## config.mk

```make
export PLATFORM = sky130hd
export DESIGN_NAME = exec_cycle_ctrl
export DESIGN_NICKNAME = d
export VERILOG_FILES = /design/src/rtl/exec_cycle_ctrl.sv
export SDC_FILE = /design/constraint.sdc
export NUM_CORES = 1
export LEC_CHECK = 0
export ABC_CLOCK_PERIOD_IN_PS = 2300
export CAP_MARGIN = 20
export CELL_PAD_IN_SITES_DETAIL_PLACEMENT = 1
export CELL_PAD_IN_SITES_GLOBAL_PLACEMENT = 1
export CORE_MARGIN = 3
export CORE_UTILIZATION = 35
export CTS_CLUSTER_SIZE = 16
export DETAILED_ROUTE_END_ITERATION = 8
export HOLD_SLACK_MARGIN = 0.02
export PLACE_DENSITY = 0.79
export SYNTH_ARGS = -nofsm -noshare
export SYNTH_HDL_FRONTEND = slang
export SYNTH_SLANG_ARGS = --single-unit
```

## constraint.sdc

```tcl
create_clock -name clk -period 2.3 [get_ports clk]
set_input_delay 0.23 -clock clk [delete_from_list [all_inputs] [get_ports clk]]
set_output_delay 0.23 -clock clk [all_outputs]
set_load 0.01 [all_outputs]
```

## src/rtl/exec_cycle_ctrl.sv

```systemverilog
// Multi-cycle fetch/decode/execute/writeback sequencer for a tiny ADD/ADDI/SUB core.
// Every output is either a register or a decode of the registered state.
module exec_cycle_ctrl #(
  parameter int PC_WIDTH = 8,
  parameter int RESET_PC = 0,
  parameter int TIMEOUT  = 15
) (
  input  logic                clk,
  input  logic                rst_n,
  input  logic                start,
  input  logic                stop_req,
  output logic                imem_req,
  output logic [PC_WIDTH-1:0] imem_addr,
  input  logic                imem_ack,
  input  logic [31:0]         imem_data,
  output logic [31:0]         instr,
  output logic                alu_en,
  output logic [2:0]          exec_op,
  output logic                reg_we,
  output logic                wb_sel,
  output logic                busy,
  output logic                halted,
  output logic                illegal,
  output logic                fetch_err,
  output logic [15:0]         retired
);

  localparam logic [2:0] S_IDLE  = 3'd0;
  localparam logic [2:0] S_FETCH = 3'd1;
  localparam logic [2:0] S_DEC   = 3'd2;
  localparam logic [2:0] S_EXEC  = 3'd3;
  localparam logic [2:0] S_WB    = 3'd4;
  localparam logic [2:0] S_HALT  = 3'd5;

  localparam int            TW  = (TIMEOUT < 2) ? 1 : $clog2(TIMEOUT + 1);
  localparam logic [TW-1:0] TMO = TW'(TIMEOUT);

  logic [2:0]          state_q, state_d;
  logic [PC_WIDTH-1:0] pc_q, pc_d;
  logic [31:0]         instr_q, instr_d;
  logic [2:0]          op_q, op_d;
  logic                wb_q, wb_d;
  logic                ill_q, ill_d;
  logic                ferr_q, ferr_d;
  logic [15:0]         ret_q, ret_d;
  logic [TW-1:0]       cnt_q, cnt_d, cnt_inc;

  assign cnt_inc = cnt_q + 1'b1;

  always_comb begin
    state_d = state_q;
    pc_d    = pc_q;
    instr_d = instr_q;
    op_d    = op_q;
    wb_d    = wb_q;
    ill_d   = ill_q;
    ferr_d  = ferr_q;
    ret_d   = ret_q;
    // Counter idles at zero outside FETCH, so every FETCH entry starts fresh.
    cnt_d   = '0;
    case (state_q)
      S_IDLE: if (start) state_d = S_FETCH;
      S_FETCH: begin
        if (imem_ack) begin
          instr_d = imem_data;
          state_d = S_DEC;
        end else begin
          cnt_d = cnt_inc;
          if (cnt_inc == TMO) begin
            state_d = S_HALT;
            ferr_d  = 1'b1;
          end
        end
      end
      S_DEC: begin
        case (instr_q[31:26])
          6'b000000: begin op_d = 3'b001; wb_d = 1'b0; state_d = S_EXEC; end
          6'b001000: begin op_d = 3'b010; wb_d = 1'b1; state_d = S_EXEC; end
          6'b000010: begin op_d = 3'b011; wb_d = 1'b0; state_d = S_EXEC; end
          6'b111111: state_d = S_HALT;
          default: begin
            op_d    = 3'b000;
            ill_d   = 1'b1;
            state_d = S_HALT;
          end
        endcase
      end
      S_EXEC: state_d = S_WB;
      S_WB: begin
        pc_d = pc_q + PC_WIDTH'(4);
        if (ret_q != 16'hFFFF) ret_d = ret_q + 16'd1;
        state_d = stop_req ? S_IDLE : S_FETCH;
      end
      S_HALT: begin
        if (start) begin
          state_d = S_FETCH;
          pc_d    = PC_WIDTH'(RESET_PC);
          ill_d   = 1'b0;
          ferr_d  = 1'b0;
        end
      end
      default: state_d = S_IDLE;
    endcase
  end

  always_ff @(posedge clk or negedge rst_n) begin
    if (!rst_n) begin
      state_q <= S_IDLE;
      pc_q    <= PC_WIDTH'(RESET_PC);
      instr_q <= '0;
      op_q    <= '0;
      wb_q    <= 1'b0;
      ill_q   <= 1'b0;
      ferr_q  <= 1'b0;
      ret_q   <= '0;
      cnt_q   <= '0;
    end else begin
      state_q <= state_d;
      pc_q    <= pc_d;
      instr_q <= instr_d;
      op_q    <= op_d;
      wb_q    <= wb_d;
      ill_q   <= ill_d;
      ferr_q  <= ferr_d;
      ret_q   <= ret_d;
      cnt_q   <= cnt_d;
    end
  end

  assign imem_req  = (state_q == S_FETCH);
  assign alu_en    = (state_q == S_EXEC);
  assign reg_we    = (state_q == S_WB);
  assign busy      = (state_q == S_FETCH) || (state_q == S_DEC) ||
                     (state_q == S_EXEC)  || (state_q == S_WB);
  assign halted    = (state_q == S_HALT);
  assign imem_addr = pc_q;
  assign instr     = instr_q;
  assign exec_op   = op_q;
  assign wb_sel    = wb_q;
  assign illegal   = ill_q;
  assign fetch_err = ferr_q;
  assign retired   = ret_q;

endmodule

```

==> results.md <==
- Status: finished clean
- Number of fill cells in the layout: 880
- Final count of hold timing violations: 0
- Count of TritonRoute iterations in the first routing pass: 3
- Number of sinks handled by clock tree synthesis: 66
- Total wire length: between 7000 and 8000 um
- Min-delay worst type: in -> async
- Critical path buffers and inverters: 2
- Reg-to-reg setup timing slack: 420 ps
- N_diodes: 0
- Avg Synthesized Cell Area: 12.4 um2
- GR Overflow Total: 0
- Maximum net fanout on the critical path: 14
- Routed vias/inst: ~4.9
- Setup bufs post-CTS: 0
- Top Family by Delay on Critical Path: buffers and inverters
- Mapped Area: ~3000 um2
- Boundary pin count: 104
- Worst rel slew slack: 56.1%
- Portion of synthesized cell area occupied by the leading cell type: 55.4%
- Number of instances in the synthesized netlist: roughly 240
- Critical path data required time: roughly 2100 ps
- Top library cells by usage in the layout, fill and taps aside: clkdlybuf4s50_1, dfrtp_1, mux2_2, nor2_1, nand2_1
- Vias in the first global route: 2540
- Starting DRC count in detailed routing: 35
- Worst R2R Start: state_q[1]
- Achievable Freq: 0.457 GHz
- Crit path max-delay cell type: clkdlybuf4s50_1
- Placer congestion estimate: 0.761
- Cell area power density: about 1200 nW/um2
- Filler-free cell count of the finished design: around 460
- Clock period minus final worst setup slack: 2190 ps
- Data arrival time at the worst-slack endpoint: 1960 ps
- Clock tree from TritonCTS: done
- Number of cells in the design after placement: approximately 440
- # setup viols final: 0
- Fraction of final layout cells with drive strength greater than 1: 17.6%
- List of cells traversed by the critical path: or3b_1, inv_4, clkdlybuf4s50_1
- Total of flip-flops plus latches after synthesis: 66
- CTS H-Tree Depth: 3
- Crit start category: register
- Synth warnings: 0
- Number of maximum-capacitance violations: 0
- Total GRT Usage: ~16%
- Worst-case clock skew: roughly 7.7 ps
- Wire length of the first global-routing pass: 12500 um
- Number of design rule violations left after detail routing: 0
- IR Drop Worst-Case VDD: a little under 0.6 mV
- Max-slew violations: 0
- # nets final: 390
- Lkg Pwr: 1.83 nW
- Clock Latency Late Sink: 340 ps
- Maximum number of pins on one net before global-route repair: 40
- Critical Path Max Stage Delay: 560 ps
- Design area: 4310 um2
- Commonest register cell after synthesis: dfrtp_1
- Wire length per cell after detailed routing: 16.0 um
- Critical register-to-register path endpoint: retired[13]
- Dpl hpwl: between 5000 and 6000 um
- Register area share after synthesis: ~55%
- Area inside the core boundary: approximately 8300 um2
- Die area: around 9700 um2
- Clock Path Buffers: 2
- Number of enable flip-flop cells after synthesis: 0
- Layout Area Growth over Synthesis: 44.6%
- Worst r2r path cells: 5
- Commonest non-fill, non-tap cell in the layout: clkdlybuf4s50_1
- Antenna violations before repair: 0
- Placed Instance Area: 4100 um2
- Synth area leader: dfrtp_1
- Y dimension of the die: between 90 and 100 um
- Vias after detailed routing: 2262
- Clock transition at the register clock pins on the worst setup and hold paths after CTS: 70 ps
- Total negative slack: 0 ps
- Type of the worst setup path: reg -> out
- Unrepaired setup endpoints after global routing: false
- Transition time at the pin with the least slew margin: around 660 ps
- Antenna Violating Nets Remaining: 0
- Cts bufs inserted: 9
- Clock tree root driver cell: clkbuf_8
- Library cells used by synthesis: 44
- Endpoint kind of the worst setup timing path: output port
- Initial core utilization: a little over a third
- Most area-consuming cells after synthesis: dfrtp_1, mux2_2, xnor2_1
- Standard-cell rows: 33
- Die X: 98.3 um
- Final cycle utilization of the critical path: 95.0%
- Buffers on Ports: 100
- Share of async-settable or async-resettable flops after synthesis: 100%
[what timing repair did]
action,in CTS,in global routing
hold buffers,1,0
resized for setup,0,2
endpoints found under the hold margin,27,0
setup endpoints to repair,0,1
[per-stage QoR]
step | hold WS [ps] | util [%] | setup slack [ps] | power (W)
finish | 461 | 52.2 | 114 | 0.00511
global route | 485 | 52.2 | 30.6 | 0.00546
CTS | 464 | 52.2 | 5.55 | 0.00519
detailed placement | 302 | 49.6 | 391 | 0.00413
global placement | 298 | 49.6 | 421 | 0.00405
floorplan | -65.6 | - | 460 | 0.00293
[worst register-to-register path, delay by kind of cell (launching register included)]
kind / cells / cell delay [ps]
simple gates: 3 / 980
flops: 1 / 450
buf+inv: 1 / 190
xor+xnor: 1 / 140
[area by class of cell]
class	count	area, um2	share of cell area (%)
clock buffer	13	169	3.92
sequential	66	1650	38.3
timing repair buffer	106	1070	24.8
clock inverter	2	35.0	0.812
inverter	5	21.3	0.493
tap	105	131	3.05
multi-input combinational	161	1240	28.7
[report_power, final]
part | internal, W | switching [W]
registers | 0.00159 | 0.000346
logic | 0.00130 | 0.000852
clock network | 0.000583 | 0.000433
[per-layer routing]
metal,vias up,wire [um],track usage (%)
li1,1055,-,-
met3,10,625,7.57
met4,0,94,4.20
met1,1123,3030,19.0
met5,-,0,0
met2,74,3580,26.3
[cell usage after synthesis (all sizes together), types with 2 or more instances]
cell     number
dfrtp        66
a21oi         6
ha            4
nand4         7
o21bai        2
nand2        14
mux2         34
o21ai         7
nor3          2
and2          6
and3          4
nor2         16
nand3         4
xnor2        11
inv           5
nand2b        5
nor4          4
and4          4
xor2         10
o2111ai       3
buf          10
[state kept, by name (all words and copies together), names as in the netlist]
register,count
cnt_q,4
exec_op,2
fetch_err,1
illegal,1
imem_addr,6
instr,32
retired,16
state_q,3
wb_sel,1
[cell families (layout without fill, tap and decap cells)]
group / count (synthesis) / in the layout / share of synthesized area (%)
other: 1 / 3 / 0.126
flip-flops: 66 / 66 / 55.4
AO/OA/AOI/OAI: 27 / 27 / 6.21
adder cells (fa/ha/maj): 4 / 4 / 1.68
buffers and inverters: 16 / 126 / 3.44
AND/OR/NAND/NOR: 72 / 72 / 14.2
multiplexers: 34 / 34 / 12.8
XOR/XNOR: 21 / 21 / 6.17
[worst max-delay path by stage]
stage	start	endpoint	cells after the start
2_1_floorplan	state_q[2]	instr[10]	6
6_report	state_q[1]	reg_we	3
4_1_cts	state_q[2]	reg_we	3
3_5_place_dp	state_q[2]	reg_we	3
5_1_grt	state_q[1]	reg_we	3
3_3_place_gp	state_q[2]	reg_we	3
No activity file was read; power rests on OpenSTA's default activity.
